### config.mk
export PLATFORM = sky130hd
export DESIGN_NAME = vga_line_timing
export DESIGN_NICKNAME = d
export VERILOG_FILES = /design/src/rtl/vga_line_timing.sv
export SDC_FILE = /design/constraint.sdc
export NUM_CORES = 1
export LEC_CHECK = 0
export CAP_MARGIN = 15
export CORE_MARGIN = 8
export CORE_UTILIZATION = 40
export CTS_CLUSTER_SIZE = 20
export DETAILED_ROUTE_END_ITERATION = 10
export HOLD_SLACK_MARGIN = 0.08
export MAX_ROUTING_LAYER = met4
export PLACE_DENSITY_LB_ADDON = 0.25
export SETUP_SLACK_MARGIN = 0.4
export SLEW_MARGIN = 10
export SYNTH_ARGS = -nofsm -noshare
export SYNTH_HDL_FRONTEND = slang
export SYNTH_SLANG_ARGS = --single-unit
### constraint.sdc
create_clock -name Clk -period 2.68 [get_ports Clk]
set_input_delay 0.536 -clock Clk [delete_from_list [all_inputs] [get_ports Clk]]
set_output_delay 0.536 -clock Clk [all_outputs]
set_load 0.01 [all_outputs]
### src/rtl/vga_line_timing.sv
// VGA line/frame timing generator with one-line-ahead prefetch requests to the cell line buffer.
// Define VGA_FRAME_CNT_EN to add the frame_cnt output and its 16-bit frame counter.
module vga_line_timing #(
  parameter int unsigned HActive = 640,
  parameter int unsigned HFront  = 16,
  parameter int unsigned HSync   = 96,
  parameter int unsigned HTotal  = 800,
  parameter int unsigned VActive = 480,
  parameter int unsigned VFront  = 10,
  parameter int unsigned VSync   = 2,
  parameter int unsigned VTotal  = 525
) (
  input  logic        Clk,
  input  logic        Reset_h,
  output logic        pix_ce,
  output logic        hs,
  output logic        vs,
  output logic        blank_n,
  output logic [9:0]  drawx,
  output logic [9:0]  drawy,
  output logic        line_req,
  output logic [8:0]  line_idx,
  input  logic        line_ack,
  output logic        underrun
`ifdef VGA_FRAME_CNT_EN
  ,
  output logic [15:0] frame_cnt
`endif
);

  localparam logic [9:0] HAct       = 10'(HActive);
  localparam logic [9:0] HLast      = 10'(HTotal - 1);
  localparam logic [9:0] HSyncStart = 10'(HActive + HFront);
  localparam logic [9:0] HSyncEnd   = 10'(HActive + HFront + HSync - 1);
  localparam logic [9:0] VAct       = 10'(VActive);
  localparam logic [9:0] VReqLast   = 10'(VActive - 1);
  localparam logic [9:0] VLast      = 10'(VTotal - 1);
  localparam logic [9:0] VSyncStart = 10'(VActive + VFront);
  localparam logic [9:0] VSyncEnd   = 10'(VActive + VFront + VSync - 1);

  typedef enum logic [1:0] {StIdle, StReq, StWaitLine} req_state_e;

  req_state_e state_q;
  logic       pix_ce_q, hs_q, vs_q, blank_n_q, line_req_q, underrun_q;
  logic [9:0] hc_q, hc_d, vc_q, vc_d;
  logic [8:0] line_idx_q;
  logic       line_end;

  // Last pixel clock of a line: the edge on which hc wraps and the request deadline falls.
  assign line_end = pix_ce_q && (hc_q == HLast);

  always_comb begin
    hc_d = hc_q;
    vc_d = vc_q;
    if (pix_ce_q) begin
      if (hc_q == HLast) begin
        hc_d = '0;
        vc_d = (vc_q == VLast) ? '0 : vc_q + 10'd1;
      end else begin
        hc_d = hc_q + 10'd1;
      end
    end
  end

  // Syncs and blanking come from the next-state counters so they line up with drawx/drawy.
  always_ff @(posedge Clk) begin
    if (Reset_h) begin
      pix_ce_q  <= 1'b0;
      hc_q      <= '0;
      vc_q      <= '0;
      hs_q      <= 1'b1;
      vs_q      <= 1'b1;
      blank_n_q <= 1'b0;
    end else begin
      pix_ce_q <= ~pix_ce_q;
      if (pix_ce_q) begin
        hc_q      <= hc_d;
        vc_q      <= vc_d;
        hs_q      <= !((hc_d >= HSyncStart) && (hc_d <= HSyncEnd));
        vs_q      <= !((vc_d >= VSyncStart) && (vc_d <= VSyncEnd));
        blank_n_q <= (hc_d < HAct) && (vc_d < VAct);
      end
    end
  end

  always_ff @(posedge Clk) begin
    if (Reset_h) begin
      state_q    <= StIdle;
      line_req_q <= 1'b0;
      line_idx_q <= '0;
      underrun_q <= 1'b0;
    end else begin
      unique case (state_q)
        StIdle: begin
          if (pix_ce_q && (hc_q == HAct)) begin
            if (vc_q < VReqLast) begin
              state_q    <= StReq;
              line_req_q <= 1'b1;
              line_idx_q <= vc_q[8:0] + 9'd1;
            end else if (vc_q == VLast) begin
              state_q    <= StReq;
              line_req_q <= 1'b1;
              line_idx_q <= '0;
            end
          end
        end
        StReq: begin
          // An ack on the deadline edge still wins; the line has wrapped, so skip WAIT_LINE.
          if (line_ack) begin
            line_req_q <= 1'b0;
            state_q    <= line_end ? StIdle : StWaitLine;
          end else if (line_end) begin
            line_req_q <= 1'b0;
            underrun_q <= 1'b1;
            state_q    <= StIdle;
          end
        end
        StWaitLine: begin
          if (line_end) state_q <= StIdle;
        end
        default: state_q <= StIdle;
      endcase
    end
  end

`ifdef VGA_FRAME_CNT_EN
  logic [15:0] frame_cnt_q;

  always_ff @(posedge Clk) begin
    if (Reset_h) begin
      frame_cnt_q <= '0;
    end else if (line_end && (vc_q == VLast)) begin
      frame_cnt_q <= frame_cnt_q + 16'd1;
    end
  end

  assign frame_cnt = frame_cnt_q;
`endif

  assign pix_ce   = pix_ce_q;
  assign hs       = hs_q;
  assign vs       = vs_q;
  assign blank_n  = blank_n_q;
  assign drawx    = hc_q;
  assign drawy    = vc_q;
  assign line_req = line_req_q;
  assign line_idx = line_idx_q;
  assign underrun = underrun_q;

endmodule

==> results of run 1 <==
placed cells by master (no fill, tap or decap), types with 5 or more instances in the layout:
cell type,count
clkdlybuf4s50_1,37
dfxtp_1,35
nor2_1,22
nand2_1,21
a21oi_1,15
nor3_1,14
buf_4,13
xnor2_1,12
nand3_1,8
inv_1,7
o21ai_0,7
nand4_1,5
a22o_1,5
o2bb2ai_1,5
clkbuf_8,5
cell type report:
cell class / instances / area (um^2) / share of cell area (%)
Clock buffer: 6 / 72.6 / 2.82
Tap cell: 67 / 83.8 / 3.26
Sequential cell: 37 / 743 / 28.9
Timing Repair Buffer: 51 / 479 / 18.6
Inverter: 7 / 26.3 / 1.02
Multi-Input combinational cell: 179 / 1150 / 44.9
Clock inverter: 2 / 10.0 / 0.389
repair_timing:
action	4_1_cts	5_1_grt
endpoints found under the hold margin	0	0
pin swaps	1	2
endpoints found under the setup margin	2	13
gates resized for setup	0	9
buffers inserted	0	1
layer usage:
layer	wire length [um]	GRT usage (%)	vias up
li1	-	-	952
met1	2460	19.5	886
met2	2490	23.3	74
met3	384	3.34	7
met4	69	5.10	0
met5	0	-	-
cell families (layout without fill, tap and decap cells):
kind of cell             Yosys count  count (layout)  share of synthesized area, %
AND/OR/NAND/NOR                  103             103                          27.6
AO/OA/AOI/OAI                     55              55                          19.7
flip-flops                        37              37                          37.9
buffers and inverters             23              66                          4.49
XOR/XNOR                          16              16                          7.18
adder cells (fa/ha/maj)            4               4                          2.56
multiplexers                       1               1                         0.513
path summary, 6_finish.rpt:
| kind | startpoint | to | cells past startpoint |
|---|---|---|---|
| max | drawx[6] | blank_n | 7 |
| min | line_idx[5] | line_idx[5] | 1 |
| max reg2reg | drawx[6] | blank_n | 7 |
| min reg2reg | line_idx[5] | line_idx[5] | 1 |
stage by stage:
stage / power, uW / worst slack [ps] / hold WS (ps) / util, % / cells
5_1_grt: 1020 / 381 / 487 / 54.4 / 349
2_1_floorplan: 598 / 416 / 490 / - / 239
4_1_cts: 991 / 411 / 470 / 53.5 / 348
6_report: 980 / 472 / 467 / 54.4 / 349
3_5_place_dp: 623 / 380 / 449 / 51.7 / 340
3_3_place_gp: 623 / 411 / 450 / 51.7 / 340
registers in the layout, summed over array words and instances (netlist names):
signal,count
vs,1
line_idx,9
state_q,2
underrun,1
pix_ce,1
hs,1
line_req,1
drawx,10
blank_n,1
drawy,10
where the power goes:
part	total, uW	internal (uW)	leakage, uW	switching (uW)
Sequential	563	555	0.000300	8.58
Clock	370	180	0.0000450	189
Combinational	47.4	22.6	0.000539	24.8
==> summary.md, run 1 <==
| Metric | Value |
|---|---|
| Status | `completed` |
| Drt total wl | `5.41 mm` |
| Rel. slew slack | `63.2%` |
| Worst vdd ir | `0.251 mV` |
| Post-Syn Nets | `~250` |
| GR Overflow Total | `0` |
| Minimum clock period after layout | `2210 ps` |
| Vias in the first global route | `1811` |
| Worst Tran Pin Value | `552 ps` |
| Crit-path cells | `or4b_4 > nor4_4 > buf_4 > nand2_2 > o32ai_1 > nand2_1 > a32o_1` |
| Number of synthesized flops with an enable pin | `0` |
| First-pass GRT wire length | `8.89 mm` |
| Vias per Instance | `5.50` |
| Gp weighted congestion | `0.917` |
| Antenna Nets Post-Route | `0` |
| Drt first pass iters | `4` |
| DRT iter0 DRCs | `202` |
| Arrival time worst endpoint | `~2400 ps` |
| Initial Utilization | `41.3%` |
| Post-Syn Area | `1950 um^2` |
| Chip Width | `85.9 um` |
| CTS tree | `yes` |
| Mean Syn Cell Area | `8.17 um^2` |
| Seq/Total Area, Yosys | `37.9%` |
| Final worst path period share | `between 80% and 90%` |
| CTS Hold Bufs | `0` |
| Drt wl/cell | `between 15 and 20 um` |
| Largest cells by area after synthesis | `dfxtp_1, xnor2_1, nor2_1` |
| FILL cells | `450` |
| CP Class | `register to register` |
| CP Launch Type | `register` |
| Drt drc | `0` |
| Tot GR Track Use | `15.3%` |
| Setup violations, final | `0` |
| H-tree Lvls | `2` |
| Share of layout cells above drive strength 1 | `11.3%` |
| Critical Path Slowest Stage Cell | `or4b_4` |
| #FFs+latches synth | `37` |
| Asr flop ratio synth | `0%` |
| Std cell rows | `25` |
| Worst-Skew Late Latency | `280 ps` |
| Area Growth Syn to Fin | `31.7%` |
| Top cells by count, synth | `dfxtp_1, nor2_1, nand2_1` |
| Fmax | `approximately 450 MHz` |
| Crit-path leading delay family | `simple AND/OR/NAND/NOR gates` |
| Final Max Tran Viols | `0` |
| Clock sink count | `37` |
| Ports | `38` |
| I/O Buffers | `37` |
| Initial antenna violation count | `0` |
| Root buf cell | `clkbuf_8` |
| Max incr delay on CP | `540 ps` |
| Yosys warns | `0` |
| CP required | `2860 ps` |
| Area leader, netlist | `dfxtp_1` |
| Cell variety after synth | `46` |
| Skew final | `between 5 and 6 ps` |
| DP Area | `~2400 um^2` |
| Fin Setup TNS | `0 ps` |
| # diodes | `0` |
| Largest net degree at the start of global routing | `16` |
| DP HPWL | `3.95 mm` |
| Leakage | `0.000884 uW` |
| Final Instance Area | `2570 um^2` |
| Most instantiated library cell after synthesis | `dfxtp_1` |
| Ys flop type | `dfxtp_1` |
| Die ar. | `between 7000 and 8000 um^2` |
| Clk pin slew, worst setup/hold paths | `70 ps` |
| Via Count | `1919` |
| Critical path fanouts, max | `7` |
| DIE HEIGHT | `85.9 um` |
| R2R Setup Slk | `470 ps` |
| Maximum clock path buffer count | `2` |
| Hold crit path type | `register to register` |
| Core Area | `4720 um^2` |
| Crit end category | `register` |
| Hold Vio Cnt, Final | `0` |
| Worst Path Buf+Inv | `1` |
| Nets@finish | `288` |
| Num CTS Buffers | `5` |
| Power density over the cells | `381 nW/um^2` |
| Unrepaired setup endpoints after global routing | `yes` |
| Cells after Synth | `239` |
| Max-cap violations | `0` |
| Synth top area share | `between 30 and 40%` |
No activity file was read; power rests on OpenSTA's default activity.
==> run 2, diff against run 1 <==
clock period = 2.25 ns   (was 2.68 ns; I/O delays follow)
==> run 2 against run 1 <==
Effect of this change:
- via count increased by 6.1%
- fmax increased by 14%
- critical path depth unchanged
- clock skew increased by 2.9 ps
- sequential power increased by 18%
- register-to-register slack got worse by 160 ps
- combinational power increased by 45%
- cell area increased by 15%
- critical path type unchanged
- sequential share of layout area decreased by 3.0 points
- critical endpoint unchanged
==> summary.md, run 2 (synthesis results as in run 1) <==
| Metric | Value |
|---|---|
| Antenna Nets Post-Route | `0 (unchanged)` |
| Core Area | `4720 um^2 (unchanged)` |
| Via Count | `2037 (+6.1%)` |
| Skew final | `7.97 ps (+2.93 ps)` |
| Crit-path cells | `or4b_4 > nor4_4 > buf_6 > nand2_4 > o32ai_4 > nand2_1 > a32o_1` |
| Initial Utilization | `41.3% (unchanged)` |
| Cells on worst reg2reg path | `7 (unchanged)` |
| Hold path depth | `1 (unchanged)` |
| Tot GR Track Use | `16.3% (+1.0 points)` |
| CTS tree | `yes` |
| Final Max Tran Viols | `0 (unchanged)` |
| GR Overflow Total | `0 (unchanged)` |
| Rel. slew slack | `67.1% (+4.0 points)` |
| Nets@finish | `315 (+9.4%)` |
| Minimum clock period after layout | `1940 ps (-265 ps)` |
| Final worst path period share | `86.3% (+4.0 points)` |
| Critical path fanouts, max | `5 (-2)` |
| Std cell rows | `25 (unchanged)` |
| Hold crit path type | `register to register` |
| Area Growth Syn to Fin | `51.3%` |
| Initial antenna violation count | `0 (unchanged)` |
| Drt drc | `0 (unchanged)` |
| DRT iter0 DRCs | `204 (+0.99%)` |
| Root buf cell | `clkbuf_8` |
| Die ar. | `7370 um^2 (unchanged)` |
| Setup crit start | `drawx[6]` |
| Fin Setup TNS | `0 ps (unchanged)` |
| Leakage | `0.00106 uW (+20%)` |
| Share of layout cells above drive strength 1 | `27.6% (+16 points)` |
| I/O Buffers | `37 (unchanged)` |
| Drt first pass iters | `4 (unchanged)` |
| Max incr delay on CP | `560 ps (+20 ps)` |
| H-tree Lvls | `2 (unchanged)` |
| Drt total wl | `5.83 mm (+7.7%)` |
| Chip Width | `85.9 um (unchanged)` |
| Unrepaired setup endpoints after global routing | `yes` |
| Gp weighted congestion | `0.923 (+0.67%)` |
| Worst-Skew Late Latency | `290 ps (about the same)` |
| Max-cap violations | `0 (unchanged)` |
| Clk pin slew, worst setup/hold paths | `70 ps (about the same)` |
| Num CTS Buffers | `5 (unchanged)` |
| CP Launch Type | `register` |
| Ports | `38 (unchanged)` |
| Reg-to-Reg End | `blank_n` |
| Drt wl/cell | `15.5 um (+0.26%)` |
| Worst vdd ir | `0.294 mV (+17%)` |
| R2R Setup Slk | `310 ps (-160 ps)` |
| Clock sink count | `37 (unchanged)` |
| Worst Tran Pin Value | `491 ps (-60.5 ps)` |
| Power density over the cells | `408 nW/um^2 (+7.1%)` |
| Arrival time worst endpoint | `2130 ps (-260 ps)` |
| Largest net degree at the start of global routing | `15 (-1)` |
| Critical Path Slowest Stage Cell | `or4b_4` |
| Status | `completed` |
| Fmax | `515 MHz (+14%)` |
| Crit end category | `register` |
| Most frequent cells in the layout | `clkdlybuf4s50_1, buf_4, dfxtp_1, nor2_1, nand2_1` |
| DP HPWL | `4.19 mm (+6.3%)` |
| Setup violations, final | `0 (unchanged)` |
| Vias per Instance | `5.43 (-1.2%)` |
| # diodes | `0 (unchanged)` |
| Maximum clock path buffer count | `2 (unchanged)` |
| Commonest non-fill, non-tap cell in the layout | `clkdlybuf4s50_1` |
| Worst reg2reg path startpoint | `drawx[6]` |
| Final Instance Area | `2950 um^2 (+15%)` |
| Vias in the first global route | `1901 (+5.0%)` |
| CP Class | `register to register` |
| DIE HEIGHT | `85.9 um (unchanged)` |
| First-pass GRT wire length | `9.26 mm (+4.1%)` |
| DP Area | `2590 um^2 (+6.3%)` |
| Hold wc startpoint | `blank_n` |
| Hold Vio Cnt, Final | `0 (unchanged)` |
| Hold endpoint | `blank_n` |
| CP required | `2430 ps (-430 ps)` |
## run 2: cell count changes in the layout (fill, tap and decap cells not counted), sizes merged
cell / before / now
nor2b: 5 / 6
dlygate4sd2: 0 / 2
clkbuf: 6 / 7
clkinv: 2 / 0
buf: 14 / 40
clkdlybuf4s50: 37 / 35
## run 2: how the worst max path moves through the flow
stage | endpoint | slack [ps]
floorplan | blank_n | 170
global placement | line_idx[1] | 200
detailed placement | line_idx[4] | 80
CTS | blank_n | 200
global route | blank_n | 200
finish | blank_n | 310
## run 2: metrics by stage
stage          worst slack [ps]  hold WS (ps)  power [uW]  instances  utilization (%)
6_report                    307           467        1210        375             62.5
5_1_grt                     203           484        1240        375             62.5
4_1_cts                     200           472        1220        368             59.3
3_5_place_dp               80.3           453         748        354             54.9
3_3_place_gp                204           448         748        354             54.9
2_1_floorplan               169           490         713        239                -
## run 2: cell type report
class	instances	area (um^2)
multi-input cells	180	1290
flip-flops and latches	37	764
fillers	406	1770
well taps	67	83.8
inverters	7	26.3
clock buffers	7	86.3
repair buffers	77	702
## run 2: what timing repair did
action / CTS / global route
endpoints found under the hold margin: 0 / 0
hold buffers: 0 / 0
resized for setup: 19 / 30
gates cloned: 1 / 0
buffers inserted: 6 / 7
endpoints found under the setup margin: 20 / 26
pin swaps: 9 / 17
## run 2: layer usage
layer	wire length (um)	track usage [%]
met5	0	-
met4	107	6.53
met3	279	3.92
met2	2770	25.5
met1	2670	19.7
## run 2: critical path: cells and delay by family, from the launching register on
family	cells	cell delay, ps
and+or+nand+nor	4	890
AOI/OAI and AO/OA	2	450
DFF	1	320
buffers and inverters	1	170
## run 2: report_power, final
group	switching (uW)	internal (uW)
Clock	231	243
Sequential	6.34	658
Combinational	36.4	32.5
==> run 3, diff against run 2 <==
CAP_MARGIN = unset   (was 15)
==> results of run 3 <==
Same layout as run 2: the final DEF is identical, and so are final timing and power.
==> variant 1 (flow settings as in run 1) <==
Encoding of `req_state_e`: now one-hot (3 bits for 3 states).
--- a/src/rtl/vga_line_timing.sv
+++ b/src/rtl/vga_line_timing.sv
@@ -40,3 +40,3 @@
 
-  typedef enum logic [1:0] {StIdle, StReq, StWaitLine} req_state_e;
+  typedef enum logic [2:0] {StIdle = 3'b001, StReq = 3'b010, StWaitLine = 3'b100} req_state_e;
 
Behaviour: no difference found for any inputs over 10 cycles, from zero or initial values and one cycle with Reset_h high; not proved beyond that.
==> variant 1 against run 1 <==
- count of clock-buffer cells in the layout is the same
- synthesized area grew 3.1%
- sequential cell count grew 1
- synthesized cell count grew 2.1%
- wire length shrank 5.7%
- design area grew 1.0%
- combinational power shrank 4%
- setup slack gained 0.082 ns
- first-iteration DRC count shrank 46%
- global-route usage shrank 1.2 points
- power grew 5.8%
- clock power grew 12%
- critical endpoint is now vs
- largest power group unchanged
==> variant 1: results (changes against run 1) <==
* WHS Endpoint: line_idx[8] (was line_idx[5])
* Max Slew Vio Count at 0 (unchanged)
* Critical-path top delay cell: dfxtp_1 (was or4b_4)
* Post-layout util at 52.2% (was 54.4%)
* Max H-tree Level at 2 (unchanged)
* Post-Layout Cell Count at 353 (was 349)
* Vias/cell at 5.36 (was 5.50)
* Largest net degree at the start of global routing at 38 (was 16)
* Filler Cells Inserted at 486 (was 450)
* TNS Setup at 0 ns (unchanged)
* GRT Total Usage at 14.1% (was 15.3%)
* Status: finished clean (unchanged)
* Synth top cells by count: dfxtp_1, nor2_1, a21oi_1 (was dfxtp_1, nor2_1, nand2_1)
* Worst-margin pin slew at 0.469 ns (was 0.552 ns)
* Worst reg2reg path startpoint: drawx[0] (was drawx[6])
* Worst Path Max Fanout at 6 (was 7)
* HP Class: register to register (unchanged)
* Pre-CTS setup slack at 0.373 ns (was 0.380 ns)
* Async S/R FF share, synth at 0% (unchanged)
* Main flop type after synthesis: dfxtp_1 (unchanged)
* Post-synthesis cell type count at 48 (was 46)
* Placed inst area at 2450 um^2 (was 2440 um^2)
* Syn Inst Count at 244 (was 239)
* Initial detailed-routing violation count at 109 (was 202)
* Post-placement cell count at 342 (was 340)
* CP peak stage delay at 0.44 ns (was 0.54 ns)
* Routed wire length at 5100 um (was 5410 um)
* Clk buf depth at 2 (unchanged)
* Vias in the first global route at 1,764 (was 1,811)
* Static Leak at 0.928 nW (was 0.884 nW)
* Inserted Diodes at 0 (unchanged)
* VDD IR max at 0.000233 V (was 0.000251 V)
* DR pass1 iterations at 4 (unchanged)
* Skew final at 0.00357 ns (was 0.00505 ns)
* Worst Path Arrival at 2.29 ns (was 2.39 ns)
* IO buf count at 37 (unchanged)
* Final #Nets at 289 (was 288)
* R2r endpoint: vs (was blank_n)
* Reg-to-reg slack, setup at 0.55 ns (was 0.47 ns)
* Layout cells sized above 1 at 12.4% (was 11.3%)
* RD Place Congestion at 0.860 (was 0.917)
* Main area contributors after synthesis: dfxtp_1, nor2_1, a21oi_1 (was dfxtp_1, xnor2_1, nor2_1)
* Initial antenna violation count at 0 (unchanged)
* First-pass GRT wire length at 8370 um (was 8890 um)
* CTS clock-pin slew for the worst setup and hold paths at 0.08 ns
* Num CTS Buffers at 5 (unchanged)
* Path depth of the worst reg2reg path at 7 (unchanged)
* WHS at 0.466 ns (was 0.467 ns)
* Hold Path Stages at 2 (was 1)
* Post-DP HPWL at 3570 um (was 3950 um)
* Sequential share of the synthesized area at 37.8% (was 37.9%)
* FMAX at 0.470 GHz (was 0.453 GHz)
* Syn_nets at 251 (was 246)
* Hold_sp: line_idx[8] (was line_idx[5])
## variant 1: cell count changes after synthesis, moves of 4 or more
cell              run 1  this run
clkbuf_1             14         7
a21oi_1              15        19
nand2_1              21        13
buf_2                 0         8
xor2_1                4         8
o2bb2ai_1             5         0
nor2_1               22        34
a22o_1                5         0
## variant 1: layer usage
metal	up-vias	wire length, um	GRT usage, %
met3	6	234	2.92
met4	0	74	5.63
li1	941	-	-
met5	-	0	-
met1	895	2360	16.8
met2	51	2430	22.6
## variant 1: cell families (layout without fill, tap and decap cells)
| family | Yosys count | after routing | synth area share (%) |
|---|---|---|---|
| multiplexers | 2 | 2 | 0.995 |
| AO/OA/AOI/OAI | 51 | 51 | 16.7 |
| adder cells (fa/ha/maj) | 4 | 4 | 2.49 |
| buffers and inverters | 27 | 66 | 6.34 |
| AND/OR/NAND/NOR | 104 | 104 | 27.9 |
| XOR/XNOR | 18 | 18 | 7.84 |
| flip-flops | 38 | 38 | 37.8 |
## variant 1: worst min-delay path: stages (launching register included)
cell     delay [ns]
dfxtp_1        0.32
nand2_1        0.05
a21oi_1        0.05
## variant 1: power breakdown
part / leakage [nW] / switching [mW] / internal, mW
registers: 0.307 / 0.00828 / 0.569
logic: 0.574 / 0.0225 / 0.0231
clock network: 0.0472 / 0.207 / 0.207
total: 0.928 / 0.237 / 0.799
## variant 1: cell type report
class,instances,area share [%]
flip-flops and latches,38,29.3
repair buffers,51,18.5
clock inverters,2,0.482
multi-input cells,179,44.1
well taps,70,3.37
inverters,7,1.01
clock buffers,6,3.18
## variant 1: repair_timing
item | in CTS | in global routing
gates resized for setup | 1 | 7
setup endpoints to repair | 8 | 12
hold buffers | 0 | 0
setup buffers | 1 | 2
==> variant 2 (settings of run 1) <==
Without the edit above. The option `VGA_FRAME_CNT_EN` is turned on by a define.
--- a/src/rtl/vga_line_timing.sv
+++ b/src/rtl/vga_line_timing.sv
@@ -2,2 +2,4 @@
 // Define VGA_FRAME_CNT_EN to add the frame_cnt output and its 16-bit frame counter.
+`define VGA_FRAME_CNT_EN
+
 module vga_line_timing #(
Function (old outputs only; new: frame_cnt): kept (Yosys induction, for registers that start in step).
==> variant 2 against run 1 <==
- combinational power up 12%
- sequential cell count is 16 higher
- largest power group unchanged
- synthesized area is 48% higher
- design area rose by 40%
- power increased by 33%
- setup slack improved by 0.060 ns
- non-clock buffer count grew 14
- wire length grew 33%
- first-iteration DRC count is 42% lower
==> variant 2: results (changes against run 1) <==
* Status: finished clean (unchanged)
* Initial detailed-routing violation count at 117 (was 202)
* Worst reg2reg path startpoint: drawx[0] (was drawx[6])
* GRT Total Usage at 14.3% (was 15.3%)
* CTS clock-pin slew for the worst setup and hold paths at 0.10 ns (was 0.07 ns)
* Routed WL per cell at 14.6 um (was 15.5 um)
* Metal2 WL at 3370 um (was 2490 um)
* Synth Area per Inst at 8.27 um^2 (was 8.17 um^2)
* CTS resizes at 3 (was 0)
* Final #Nets at 403 (was 288)
* Vias/cell at 5.34 (was 5.50)
* Hold_sp: line_idx[0] (was line_idx[5])
* VDD IR max at 0.000198 V (was 0.000251 V)
* First-pass GRT wire length at 11,500 um (was 8890 um)
* Reg-to-reg slack, setup at 0.53 ns (was 0.47 ns)
* IO buf count at 53 (was 37)
* Met2 GRT Util at 23.0% (was 23.3%)
* Sequential share of the synthesized area at 36.8% (was 37.9%)
* Placed inst area at 3480 um^2 (was 2440 um^2)
* Main area contributors after synthesis: dfxtp_1, a21oi_1, nor2_1 (was dfxtp_1, xnor2_1, nor2_1)
* Post-synthesis cell type count at 61 (was 46)
* Comb power frac at 4.1% (was 4.8%)
* Normalized max-slew margin at 72.5% (was 63.2%)
* Hold Path Stages at 2 (was 1)
* Post-DP HPWL at 5190 um (was 3950 um)
* Int Power at 0.998 mW (was 0.757 mW)
* Layout cells sized above 1 at 12.1% (was 11.3%)
* R2r endpoint: vs (was blank_n)
* HP Class: register to register (unchanged)
* Crit Path Class: register to register (unchanged)
* Vias at 2,643 (was 1,919)
* Skew final at 0.00952 ns (was 0.00505 ns)
* Post-placement cell count at 486 (was 340)
* DRT met1 WL at 3370 um (was 2460 um)
* Static Leak at 1.25 nW (was 0.884 nW)
* Worst skew pair latency at 0.31 ns (was 0.28 ns)
* Synth top cells by count: dfxtp_1, nor2_1, a21oi_1 (was dfxtp_1, nor2_1, nand2_1)
* RD Place Congestion at 0.907 (was 0.917)
* Critical-path top delay cell: or3_1 (was or4b_4)
* WHS at 0.492 ns (was 0.467 ns)
* WHS Endpoint: line_idx[0] (was line_idx[5])
* Largest net degree at the start of global routing at 27 (was 16)
* CP peak stage delay at 0.38 ns (was 0.54 ns)
* M3 GR Usage at 2.97% (was 3.34%)
* Vias in the first global route at 2,404 (was 1,811)
* Worst Path Max Fanout at 14 (was 7)
* Path depth of the worst reg2reg path at 8 (was 7)
* Syn_nets at 357 (was 246)
* Met1 global-route usage at 16.9% (was 19.5%)
* WL met3 at 329 um (was 384 um)
* Reg power frac at 61.0% (was 57.5%)
## variant 2: cell count changes after synthesis, sizes merged, moves of 6 or more
cell,run 1,this run
a21oi,15,33
buf,1,15
dfxtp,37,53
nand3,8,14
nor2,23,46
xor2,4,10
## variant 2: metrics by stage
step	power, mW	setup slack, ns
after floorplan	0.843	0.467
after global placement	0.866	0.323
after detailed placement	0.867	0.303
after CTS	1.33	0.421
after global routing	1.36	0.401
final	1.31	0.532
## variant 2: final cells by class
class	instances	area [um^2]
clock buffer	6	72.6
clock inverter	2	15.0
fill	729	3530
inverter	10	37.5
multi-input combinational	260	1680
sequential	53	1060
tap	99	124
timing repair buffer	65	616
## variant 2: cell families after synthesis
| kind of cell | after synthesis | share of synthesized area, % |
|---|---|---|
| xor gates and xnor gates | 22 | 6.68 |
| AOI/OAI and AO/OA | 72 | 15.5 |
| DFF | 53 | 36.8 |
| adders and majority gates | 5 | 2.17 |
| muxes | 5 | 2.04 |
| and+or+nand+nor | 155 | 30.4 |
| buffers and inverters | 37 | 6.37 |
